$ cat src/rtl/hazard_controller_if.sv
// Pipeline hazard bundle: decode/execute/memory/writeback register tags and
// control flags in one direction, forwarding selects and stall controls in the other.
interface hazard_controller_if;
    logic [4:0]  rsD;
    logic [4:0]  rtD;
    logic [4:0]  rsE;
    logic [4:0]  rtE;
    logic [4:0]  WriteRegE;
    logic [4:0]  WriteRegM;
    logic [4:0]  WriteRegW;
    logic        RegWriteE;
    logic        RegWriteM;
    logic        RegWriteW;
    logic        MemToRegE;
    logic        MemToRegM;
    logic        BranchD;
    logic        MdOpD;
    logic        MdReadD;
    logic        MdStartE;
    logic [1:0]  forwardAE;
    logic [1:0]  forwardBE;
    logic        forwardAD;
    logic        forwardBD;
    logic        StallF;
    logic        StallD;
    logic        FlushE;
    logic        MdBusy;
    logic [15:0] StallCount;

    modport master (
        output rsD, rtD, rsE, rtE, WriteRegE, WriteRegM, WriteRegW,
               RegWriteE, RegWriteM, RegWriteW, MemToRegE, MemToRegM,
               BranchD, MdOpD, MdReadD, MdStartE,
        input  forwardAE, forwardBE, forwardAD, forwardBD,
               StallF, StallD, FlushE, MdBusy, StallCount
    );

    modport slave (
        input  rsD, rtD, rsE, rtE, WriteRegE, WriteRegM, WriteRegW,
               RegWriteE, RegWriteM, RegWriteW, MemToRegE, MemToRegM,
               BranchD, MdOpD, MdReadD, MdStartE,
        output forwardAE, forwardBE, forwardAD, forwardBD,
               StallF, StallD, FlushE, MdBusy, StallCount
    );
endinterface

$ cat src/rtl/hazard_controller.sv
// Five-stage pipeline hazard unit: EX/decode forwarding, load-use, branch and
// mul/div stalls, an MDU busy tracker and a saturating stall-cycle counter.
module hazard_controller #(
    parameter int unsigned MDU_LAT = 32
) (
    input  logic              CLK,
    input  logic              RST,
    hazard_controller_if.slave hz
);

    typedef enum logic {
        IDLE = 1'b0,
        BUSY = 1'b1
    } mduState_t;

    localparam logic [7:0] CNT_LOAD = 8'(MDU_LAT - 1);

    mduState_t   stateReg, stateNext;
    logic [7:0]  cntReg, cntNext;
    logic [15:0] stallCountReg;

    logic [4:0]  srcE [2];
    logic [4:0]  srcD [2];
    logic [1:0]  fwdE [2];
    logic        fwdD [2];
    logic        lwStall, brStall, mdStall, stallAny;

    assign srcE[0] = hz.rsE;
    assign srcE[1] = hz.rtE;
    assign srcD[0] = hz.rsD;
    assign srcD[1] = hz.rtD;

    // One forwarding path per operand; MEM wins over WB because it is younger.
    generate
        for (genvar gi = 0; gi < 2; gi++) begin : gFwd
            always_comb begin
                fwdE[gi] = 2'b00;
                if (!RST && srcE[gi] != 5'd0) begin
                    if (hz.RegWriteM && hz.WriteRegM == srcE[gi])
                        fwdE[gi] = 2'b10;
                    else if (hz.RegWriteW && hz.WriteRegW == srcE[gi])
                        fwdE[gi] = 2'b01;
                end
            end
            assign fwdD[gi] = !RST && srcD[gi] != 5'd0 && hz.RegWriteM
                              && hz.WriteRegM == srcD[gi];
        end
    endgenerate

    assign hz.forwardAE = fwdE[0];
    assign hz.forwardBE = fwdE[1];
    assign hz.forwardAD = fwdD[0];
    assign hz.forwardBD = fwdD[1];

    always_comb begin
        lwStall = hz.MemToRegE && hz.WriteRegE != 5'd0
                  && (hz.WriteRegE == hz.rsD || hz.WriteRegE == hz.rtD);
        brStall = hz.BranchD
                  && ((hz.RegWriteE && hz.WriteRegE != 5'd0
                       && (hz.WriteRegE == hz.rsD || hz.WriteRegE == hz.rtD))
                   || (hz.MemToRegM && hz.WriteRegM != 5'd0
                       && (hz.WriteRegM == hz.rsD || hz.WriteRegM == hz.rtD)));
        mdStall = (hz.MdOpD || hz.MdReadD) && (stateReg == BUSY);
        stallAny = !RST && (lwStall || brStall || mdStall);
    end

    assign hz.StallF     = stallAny;
    assign hz.StallD     = stallAny;
    // The ID/EX register is held as a bubble for the whole reset period.
    assign hz.FlushE     = RST || stallAny;
    assign hz.MdBusy     = !RST && (stateReg == BUSY);
    assign hz.StallCount = stallCountReg;

    // MDU occupancy: busy for cnt = MDU_LAT-1 down to 0, reloadable on the final cycle.
    always_comb begin
        stateNext = stateReg;
        cntNext   = cntReg;
        case (stateReg)
            IDLE: begin
                if (hz.MdStartE) begin
                    stateNext = BUSY;
                    cntNext   = CNT_LOAD;
                end
            end
            BUSY: begin
                if (cntReg != 8'd0) begin
                    cntNext = cntReg - 8'd1;
                end else if (hz.MdStartE) begin
                    cntNext = CNT_LOAD;
                end else begin
                    stateNext = IDLE;
                end
            end
            default: begin
                stateNext = IDLE;
                cntNext   = 8'd0;
            end
        endcase
    end

    always_ff @(posedge CLK or posedge RST) begin
        if (RST) begin
            stateReg <= IDLE;
            cntReg   <= 8'd0;
        end else begin
            stateReg <= stateNext;
            cntReg   <= cntNext;
        end
    end

    always_ff @(posedge CLK or posedge RST) begin
        if (RST) begin
            stallCountReg <= 16'd0;
        end else if (stallAny && stallCountReg != 16'hFFFF) begin
            stallCountReg <= stallCountReg + 16'd1;
        end
    end

endmodule

$ cat src/flat_wrapper.sv
// flat-port wrapper written by rule: the top's interface ports become plain ports
module hazard_controller_flat 
#(
    parameter int unsigned MDU_LAT = 32
)
  (CLK, RST, hz_rsD, hz_rtD, hz_rsE, hz_rtE, hz_WriteRegE, hz_WriteRegM, hz_WriteRegW, hz_RegWriteE, hz_RegWriteM, hz_RegWriteW, hz_MemToRegE, hz_MemToRegM, hz_BranchD, hz_MdOpD, hz_MdReadD, hz_MdStartE, hz_forwardAE, hz_forwardBE, hz_forwardAD, hz_forwardBD, hz_StallF, hz_StallD, hz_FlushE, hz_MdBusy, hz_StallCount);
  hazard_controller_if hz_i ();
  input  logic CLK;
  input  logic RST;
  input wire logic [$bits(hz_i.rsD)-1:0] hz_rsD;
  input wire logic [$bits(hz_i.rtD)-1:0] hz_rtD;
  input wire logic [$bits(hz_i.rsE)-1:0] hz_rsE;
  input wire logic [$bits(hz_i.rtE)-1:0] hz_rtE;
  input wire logic [$bits(hz_i.WriteRegE)-1:0] hz_WriteRegE;
  input wire logic [$bits(hz_i.WriteRegM)-1:0] hz_WriteRegM;
  input wire logic [$bits(hz_i.WriteRegW)-1:0] hz_WriteRegW;
  input wire logic [$bits(hz_i.RegWriteE)-1:0] hz_RegWriteE;
  input wire logic [$bits(hz_i.RegWriteM)-1:0] hz_RegWriteM;
  input wire logic [$bits(hz_i.RegWriteW)-1:0] hz_RegWriteW;
  input wire logic [$bits(hz_i.MemToRegE)-1:0] hz_MemToRegE;
  input wire logic [$bits(hz_i.MemToRegM)-1:0] hz_MemToRegM;
  input wire logic [$bits(hz_i.BranchD)-1:0] hz_BranchD;
  input wire logic [$bits(hz_i.MdOpD)-1:0] hz_MdOpD;
  input wire logic [$bits(hz_i.MdReadD)-1:0] hz_MdReadD;
  input wire logic [$bits(hz_i.MdStartE)-1:0] hz_MdStartE;
  output wire logic [$bits(hz_i.forwardAE)-1:0] hz_forwardAE;
  output wire logic [$bits(hz_i.forwardBE)-1:0] hz_forwardBE;
  output wire logic [$bits(hz_i.forwardAD)-1:0] hz_forwardAD;
  output wire logic [$bits(hz_i.forwardBD)-1:0] hz_forwardBD;
  output wire logic [$bits(hz_i.StallF)-1:0] hz_StallF;
  output wire logic [$bits(hz_i.StallD)-1:0] hz_StallD;
  output wire logic [$bits(hz_i.FlushE)-1:0] hz_FlushE;
  output wire logic [$bits(hz_i.MdBusy)-1:0] hz_MdBusy;
  output wire logic [$bits(hz_i.StallCount)-1:0] hz_StallCount;
  assign hz_i.rsD = hz_rsD;
  assign hz_i.rtD = hz_rtD;
  assign hz_i.rsE = hz_rsE;
  assign hz_i.rtE = hz_rtE;
  assign hz_i.WriteRegE = hz_WriteRegE;
  assign hz_i.WriteRegM = hz_WriteRegM;
  assign hz_i.WriteRegW = hz_WriteRegW;
  assign hz_i.RegWriteE = hz_RegWriteE;
  assign hz_i.RegWriteM = hz_RegWriteM;
  assign hz_i.RegWriteW = hz_RegWriteW;
  assign hz_i.MemToRegE = hz_MemToRegE;
  assign hz_i.MemToRegM = hz_MemToRegM;
  assign hz_i.BranchD = hz_BranchD;
  assign hz_i.MdOpD = hz_MdOpD;
  assign hz_i.MdReadD = hz_MdReadD;
  assign hz_i.MdStartE = hz_MdStartE;
  assign hz_forwardAE = hz_i.forwardAE;
  assign hz_forwardBE = hz_i.forwardBE;
  assign hz_forwardAD = hz_i.forwardAD;
  assign hz_forwardBD = hz_i.forwardBD;
  assign hz_StallF = hz_i.StallF;
  assign hz_StallD = hz_i.StallD;
  assign hz_FlushE = hz_i.FlushE;
  assign hz_MdBusy = hz_i.MdBusy;
  assign hz_StallCount = hz_i.StallCount;
  hazard_controller #(.MDU_LAT(MDU_LAT)) u_core (.CLK(CLK), .RST(RST), .hz(hz_i));
endmodule
$ cat config.mk
export PLATFORM = sky130hd
export DESIGN_NAME = hazard_controller_flat
export DESIGN_NICKNAME = d
export VERILOG_FILES = /design/src/rtl/hazard_controller_if.sv /design/src/rtl/hazard_controller.sv /design/src/flat_wrapper.sv
export SDC_FILE = /design/constraint.sdc
export NUM_CORES = 1
export LEC_CHECK = 0
export CORE_MARGIN = 5
export CORE_UTILIZATION = 40
export DETAILED_ROUTE_END_ITERATION = 16
export PLACE_DENSITY = 0.71
export SLEW_MARGIN = 20
export SYNTH_ARGS = -nofsm -noshare
export SYNTH_HDL_FRONTEND = slang
export SYNTH_SLANG_ARGS = --single-unit
$ cat constraint.sdc
create_clock -name CLK -period 3.5 [get_ports CLK]
set_input_delay 1.05 -clock CLK [delete_from_list [all_inputs] [get_ports CLK]]
set_output_delay 1.05 -clock CLK [all_outputs]
set_load 0.02 [all_outputs]
# Word level (Yosys, flattened, before mapping)
# Cells that the tools add are included.
totals:
  regBits: 25
  out_inout_bits: 26
  elab_cells: 65
op_classes:
  n_addsub: 2
  n_eq_ne: 9
  mux: 12
  bitwise: 1
  n_reduce_logical: 38
op_table:
  columns: ["op", "count"]
  rows:
  - ["$eq A5 B5 Y1", 8]
  - ["$reduce_bool A5 Y1", 6]
  - ["$logic_and A1 B1 Y1", 23]
  - ["$add A16 B1 Y16 const B", 1]
  - ["$mux W8", 2]
  - ["$ne A16 B16 Y1 const B", 1]
  - ["$pmux W8 S2", 1]
  - ["$mux W2", 4]
  - ["$reduce_bool A8 Y1", 1]
  - ["$sub A8 B1 Y8 const B", 1]
  - ["$logic_or A1 B1 Y1", 7]
  - ["$mux W1", 4]
  - ["$pmux W1 S2", 1]
  - ["$logic_not A1 Y1", 1]
  - ["$not A1 Y1", 1]

# Longest topological paths before layout
# Gate-level depths: netlist of run 1.
depth:
  ltp_word: 9
  depth_mapped: 9
  mapped_depth_nobuf: 8

# Worst setup path after synthesis of run 1
# Ideal clock, no wire load.
synth_path:
  kind: "input to output"
  start: "in RST"
  end: "out hz_forwardAE[0]"
  arrival_time_ps: 2447
  required_ps: 2450
  slack_ps: 3
  path_stages: 3
  cell_sequence: "inv_1 o21ai_0 nor3b_1"
synth_via:
  elab_chain_len: 3
synth_lines:
  columns: ["element", "line", "source"]
  rows:
  - ["from (decl)", "flat_wrapper.sv:9", "input logic RST;"]
  - ["$logic_not A1 Y1", "hazard_controller.sv:38", "if (!RST && srcE[gi] != 5'd0) begin"]
  - ["$logic_and A1 B1 Y1", "hazard_controller.sv:38", null]
  - ["$mux W2", "hazard_controller.sv:38", null]
  - ["to (decl)", "flat_wrapper.sv:26", "output wire logic [$bits(hz_i.forwardAE)-1:0] hz_forwardAE;"]
# No other way between the ends.

# Worst setup path after layout of run 1
layout_path:
  start: "in hz_rtE[0]"
  end: "out hz_forwardBE[0]"
layout_via:
  elab_chain_len: 5
layout_lines:
  columns: ["element", "line", "source"]
  rows:
  - ["from (decl)", "flat_wrapper.sv:13", "input wire logic [$bits(hz_i.rtE)-1:0] hz_rtE;"]
  - ["$eq A5 B5 Y1", "hazard_controller.sv:41", "else if (hz.RegWriteW && hz.WriteRegW == srcE[gi])"]
  - ["$logic_and A1 B1 Y1", "hazard_controller.sv:41", null]
  - ["$mux W1", "hazard_controller.sv:41", null]
  - ["$mux W2", "hazard_controller.sv:39", "if (hz.RegWriteM && hz.WriteRegM == srcE[gi])"]
  - ["$mux W2 *", "hazard_controller.sv:38", null]
  - ["to (decl)", "flat_wrapper.sv:27", "output wire logic [$bits(hz_i.forwardBE)-1:0] hz_forwardBE;"]
# Mark *: on every way between the ends. The rest lies on a longest branch, timed or not.

==> results by group, run 1 <==
Cells and area
  – Area grow syn2layout: 45.5%
  – Commonest non-fill, non-tap cell in the layout: clkdlybuf4s50_1
  – Finished Layout Cells: 352
  – Nets: 348
  – Most frequent cells in the layout: 30 x clkdlybuf4s50_1, 29 x xnor2_1, 25 x xor2_1, 25 x dfrtp_1, 21 x nand3_1
  – Share of cells above drive strength 1: 0.198
  – Final antenna diode count: 0
  – # fillers: 402

Setup path
  – Critical path class: primary input to output port
  – Worst setup SP type: primary input
  – Max stage delay cell, worst path: or4_1
  – End of the critical path: hz_forwardBE[0]
  – Largest stage delay, worst path: 0.54 ns
  – Buf/Inv on CP: 2
  – RR Endpoint: u_core.cntReg[7]
  – Crit path arrival time: about 2.4 ns
  – Setup crit end kind: output port
  – CP Launch Point: hz_rtE[0]
  – Crit path required time: around 2.5 ns
  – Top delay family on crit path: simple AND/OR/NAND/NOR gates
  – Worst path depth: 5
  – Length in cells of the worst reg-to-reg path: 7
  – Reg2reg setup slack: about 1.5 ns
  – CP max FO: 2
  – Worst-path cell chain: clkdlybuf4s50_1 > or4_1 > o21ai_2 > nor3b_2 > buf_4
  – FF-to-FF Start: u_core.cntReg[3]

Placement
  – HPWL Detailed: 4030 um
  – Inst Count DP: about 350
  – Port bufs: 71
  – Routability cong.: ~0.86
  – Pre-CTS WS: -0.716 ns

Logic synthesis
  – YS warnings: 0
  – EDFF count, synth: 0
  – Synth top area share: 0.330
  – Syn Nets: between 200 and 300
  – Prevailing post-synth register cell: dfrtp_1
  – Seq cells post-synth: 25
  – Mapped cell area: 1900 um^2
  – Post-synth cell types: 31
  – Largest cells by area after synthesis: dfrtp_1 33%, xnor2_1 14%, xor2_1 12%
  – Synth Area per Inst: 8.91 um^2
  – Area leader, netlist: dfrtp_1
  – Sequential share of the synthesized area: 0.330
  – Syn Inst Count: between 200 and 250
  – Ys async rst share: 1.00

CTS
  – TritonCTS clock tree: built
  – Clk slew on worst S/H paths: roughly 0.080 ns
  – Root buffer cell: clkbuf_8
  – Clk sinks: 25
  – Clock Latency Late Sink: roughly 0.27 ns
  – Total CTS buffers: 3
  – Setup Buffers After CTS: 0
  – H-Tree Depth: 1
  – CTS Buffer Depth: 2
  – # hold bufs at CTS: 0

Timing
  – Worst Hold Slack: roughly 0.48 ns
  – F_max: between 200 and 300 MHz
  – Final hold violations: 0
  – Worst Max-Slew Pin Slew: around 0.49 ns
  – RSZ-0062 raised after global routing: false
  – Setup TNS: 0 ns
  – Final worst slack: 0.0682 ns
  – Rel. slew slack: 0.671
  – Fraction of the cycle the final worst path needs: 0.981
  – Setup Viol. Count Final: 0
  – Final Critical Period: about 3.4 ns
  – Fin Clk Skew: between 0.002 and 0.003 ns
  – Final slew viol count: 0

Drt
  – Drt via density: 5.10
  – Post-route ant nets: 0
  – # DRC: 0
  – Routed len/inst: approximately 14 um
  – Number of detailed-route iterations in the first pass: 4
  – Total number of vias: ~1.8k
  – DR iter-0 viols: slightly above 70
  – Routed wire length: roughly 5000 um

Outcome
  – Status: finished clean

GRT
  – Total gr overflow: 0
  – Initial antenna violation count: 0
  – First-pass GRT wire length: roughly 8400 um
  – Total GRT Usage: 0.166
  – Largest net degree at the start of global routing: 26
  – Number of global-route vias before repair: roughly 1.8k

Floorplanning
  – Die X: approximately 79 um
  – Initial Util: 0.407
  – Core Region: between 4000 and 5000 um^2
  – Die ar.: slightly above 6000 um^2
  – Die height: around 80 um
  – Io pins: 72
  – Row cnt: 25

Power
  – PD cells: approximately 320 nW/um^2
  – Pwr Total: 879 uW
  – Worst VDD drop: about 180 uV
  – Pleak: 1.19 nW

Run
  – Maximum Capacitance Violations: 0

Min path
  – Worst Hold Class: flip-flop to flip-flop
==> worst reg2reg max path, delay by kind of cell (launching register included) <==
family / cells / cell delay (ns)
AO/OA/AOI/OAI: 2 / 0.16
buffers and inverters: 1 / 0.12
flip-flops: 1 / 0.43
AND/OR/NAND/NOR: 4 / 1.21
==> per-layer routing <==
| layer | GRT usage | up-vias | share of wire |
|---|---|---|---|
| met3 | 0.0385 | 5 | 0.079 |
| met5 | 0 | - | 0 |
| met2 | 0.282 | 58 | 0.48 |
| met1 | 0.206 | 822 | 0.43 |
| li1 | - | 910 | - |
| met4 | 0.0619 | 0 | 0.012 |
==> worst min-delay path by stage <==
stage	startpoint	end	slack, ns	cells past startpoint
5_1_grt	u_core.cntReg[6]	u_core.cntReg[6]	0.52	1
3_3_place_gp	u_core.cntReg[7]	u_core.cntReg[7]	0.47	1
4_1_cts	u_core.cntReg[7]	u_core.cntReg[7]	0.49	1
6_report	u_core.cntReg[7]	u_core.cntReg[7]	0.48	1
3_5_place_dp	u_core.cntReg[7]	u_core.cntReg[7]	0.47	1
2_1_floorplan	u_core.cntReg[7]	u_core.cntReg[7]	0.45	1
==> sequential cells by signal (all words and copies together) (netlist names) <==
name / cells
u_core.hz.StallCount: 16
u_core.cntReg: 8
u_core.stateReg: 1
==> cell families after synthesis <==
logic type                 synth area share
AOI/OAI and AO/OA                    0.0838
xor gates and xnor gates              0.254
adders and majority gates            0.0198
buffers and inverters                0.0468
DFF                                   0.330
muxes                               0.00594
and+or+nand+nor                       0.260
==> area by class of cell <==
cell class / instances / area, um^2 / area share
multi-input combinational: 174 / 1230 / 0.447
sequential: 25 / 626 / 0.227
inverter: 6 / 22.5 / 0.00816
clock inverter: 1 / 5.00 / 0.00181
timing repair buffer: 89 / 764 / 0.277
clock buffer: 3 / 41.3 / 0.0150
tap: 54 / 67.6 / 0.0245
==> metrics by stage <==
step | util | cell area (um^2)
6_report | 0.592 | 2760
5_1_grt | 0.592 | 2760
4_1_cts | 0.595 | 2780
3_5_place_dp | 0.589 | 2740
3_3_place_gp | 0.589 | 2740
2_1_floorplan | - | 1900
==> timing repair <==
action	4_1_cts	5_1_grt
pin swaps	13	19
resized for setup	79	33
setup endpoints to repair	9	8
==> synthesized netlist by cell type (all sizes together), types with 3 or more instances <==
cell,count
inv,6
xnor2,30
and4,3
nand2,15
a21oi,5
xor2,25
nand4,3
nor3b,5
nor4,5
nor3,9
and3,5
nand3,23
ha,3
nor2,12
or4,5
o21ai,18
buf,7
dfrtp,25
==> report_power, final <==
group	internal [mW]	leakage, nW	total (mW)	switching, mW
Combinational	0.179	0.858	0.335	0.156
Sequential	0.325	0.308	0.373	0.0482
Clock	0.0798	0.0255	0.171	0.0911
No activity file was read; power rests on OpenSTA's default activity.
==> run 2, diff against run 1 <==
--- a/constraint.sdc
+++ b/constraint.sdc
@@ -3,2 +3,2 @@
 set_output_delay 1.05 -clock CLK [all_outputs]
-set_load 0.02 [all_outputs]
+set_load 0.01 [all_outputs]
==> run 2 against run 1 <==
Critical path depth did not move; register-to-register slack barely moved; utilization rose by 0.46 points; critical path type unchanged.
==> results by group, run 2 (same netlist as run 1, synthesis figures left out) <==
Outcome
  – Status: finished clean

Timing
  – RSZ-0062 raised after global routing: false
  – Final slew viol count: 0
  – Rel. slew slack: 0.688
  – Final hold violations: 0
  – Final Critical Period: ~3.4 ns
  – Fraction of the cycle the final worst path needs: 0.977
  – Worst Max-Slew Pin Slew: roughly 0.46 ns
  – F_max: 292 MHz
  – Setup Viol. Count Final: 0
  – Fin Clk Skew: between 0.008 and 0.009 ns

Cells and area
  – Most frequent cells in the layout: 30 x clkdlybuf4s50_1, 28 x xnor2_1, 25 x xor2_1, 25 x dfrtp_1, 20 x nand3_1
  – Commonest non-fill, non-tap cell in the layout: clkdlybuf4s50_1
  – Share of cells above drive strength 1: 0.204
  – Design Area, Final: around 2800 um^2
  – Area grow syn2layout: 46.6%
  – Max reg flops: 16
  – Nets: between 300 and 400
  – Final antenna diode count: 0
  – Finished Layout Cells: 353

GRT
  – Met3 Resource Use GR: 0.0317
  – Met1 Use GR: 0.218
  – First-pass GRT wire length: just under 9000 um
  – Number of global-route vias before repair: about 1.9k
  – Initial antenna violation count: 0
  – Total gr overflow: 0
  – Largest net degree at the start of global routing: 26
  – Met2 Use GR: 0.294
  – Total GRT Usage: 0.170
  – Grt peak-use layer: met2

Setup path
  – Max stage delay cell, worst path: or4_4
  – Crit path arrival time: between 2 and 2.5 ns
  – Setup crit end kind: output port
  – Largest stage delay, worst path: 0.54 ns
  – Top delay family on crit path: simple AND/OR/NAND/NOR gates
  – Critical path class: primary input to output port
  – Reg2reg setup slack: between 1 and 1.5 ns
  – CP max FO: 2
  – End of the critical path: hz_forwardBE[0]
  – Buf/Inv on CP: 2
  – Worst-path cell chain: clkdlybuf4s50_1 > or4_4 > o21ai_2 > nor3b_1 > buf_2
  – Crit path required time: 2.45 ns
  – Worst path depth: 5
  – Worst setup SP type: primary input
  – CP Launch Point: hz_rtE[0]
  – RR Endpoint: u_core.hz.StallCount[9]
  – Length in cells of the worst reg-to-reg path: 8
  – FF-to-FF Start: u_core.hz.StallCount[0]

Floorplanning
  – Die ar.: 6220 um^2
  – Initial Util: 0.407
  – Die X: a little under 80 um
  – Core Region: between 4000 and 5000 um^2
  – Io pins: 72
  – Die height: between 70 and 80 um
  – Row cnt: 25

Drt
  – Number of detailed-route iterations in the first pass: 4
  – Routed len/inst: approximately 14 um
  – Drt via density: between 5 and 6
  – Post-route ant nets: 0
  – Total number of vias: around 1.8k
  – DR iter-0 viols: 89
  – # DRC: 0
  – Routed wire length: about 5100 um

Min path
  – Worst Hold Class: flip-flop to flip-flop

Placement
  – Inst Count DP: between 300 and 400
  – DP Area: around 2700 um^2
  – Routability cong.: roughly 0.9
  – HPWL Detailed: slightly above 4000 um
  – Port bufs: between 70 and 80

CTS
  – # hold bufs at CTS: 0
  – Clk slew on worst S/H paths: 0.09 ns
  – TritonCTS clock tree: built
  – Clock Latency Late Sink: around 0.27 ns
  – CTS Buffer Depth: 2
  – H-Tree Depth: 1
  – Root buffer cell: clkbuf_8
  – Clk sinks: 25
  – Total CTS buffers: 3

Power
  – PD cells: about 310 nW/um^2
  – Pleak: about 1.2 nW
  – Worst VDD drop: approximately 120 uV

Run
  – Maximum Capacitance Violations: 0
==> run 2: worst min path at each step <==
| stage | start | end | slack, ns | cells past startpoint |
|---|---|---|---|---|
| floorplan | u_core.cntReg[7] | u_core.cntReg[7] | 0.45 | 1 |
| detailed placement | u_core.cntReg[7] | u_core.cntReg[7] | 0.47 | 1 |
| global placement | u_core.cntReg[7] | u_core.cntReg[7] | 0.47 | 1 |
| CTS | u_core.cntReg[7] | u_core.cntReg[7] | 0.49 | 1 |
| global route | u_core.cntReg[7] | u_core.cntReg[7] | 0.50 | 1 |
| finish | u_core.cntReg[7] | u_core.cntReg[7] | 0.49 | 1 |
==> run 2: through the flow <==
step / hold WS (ns) / power (mW) / setup WS [ns] / utilization / TNS, ns
2_1_floorplan: 0.446 / 0.510 / 0.104 / - / 0
5_1_grt: 0.503 / 0.905 / 0.0237 / 0.597 / 0
4_1_cts: 0.489 / 0.862 / 0.000260 / 0.597 / 0
3_5_place_dp: 0.468 / 0.693 / -0.664 / 0.589 / -4.63
3_3_place_gp: 0.473 / 0.690 / -0.613 / 0.589 / -4.52
6_report: 0.491 / 0.856 / 0.0802 / 0.597 / 0
==> run 2: worst reg2reg max path, stage by stage (launching register included) <==
cell and delay (ns):
dfrtp_1 0.44, ha_1 0.19, and3_1 0.16, nand3_1 0.11
nor3_1 0.28, nand2_1 0.19, and4_1 0.32, nand4_1 0.15
xnor2_1 0.13
==> run 2: power breakdown <==
| group | switching (mW) | internal (mW) | total, mW | leakage (nW) |
|---|---|---|---|---|
| clock network | 0.0943 | 0.0806 | 0.175 | 0.0217 |
| registers | 0.0478 | 0.325 | 0.373 | 0.308 |
| logic | 0.129 | 0.179 | 0.308 | 0.889 |
| total | 0.272 | 0.585 | 0.856 | 1.22 |
==> run 2: layer usage <==
layer  routed length [um]  share of wire
met5                    0              0
met4                   55          0.011
met3                  308          0.060
met2                 2490           0.49
met1                 2260           0.44
==> run 2: repair_timing <==
item | CTS | global route
pin swaps | 15 | 24
endpoints found under the setup margin | 9 | 7
buffers inserted | 0 | 1
gates resized for setup | 73 | 34
==> run 2: final cells by class <==
| type | count | area [um^2] |
|---|---|---|
| Fill cell | 406 | 1880 |
| Inverter | 6 | 22.5 |
| Clock inverter | 1 | 7.51 |
| Clock buffer | 3 | 41.3 |
| Tap cell | 54 | 67.6 |
| Multi-Input combinational cell | 174 | 1240 |
| Timing Repair Buffer | 90 | 773 |
| Sequential cell | 25 | 626 |
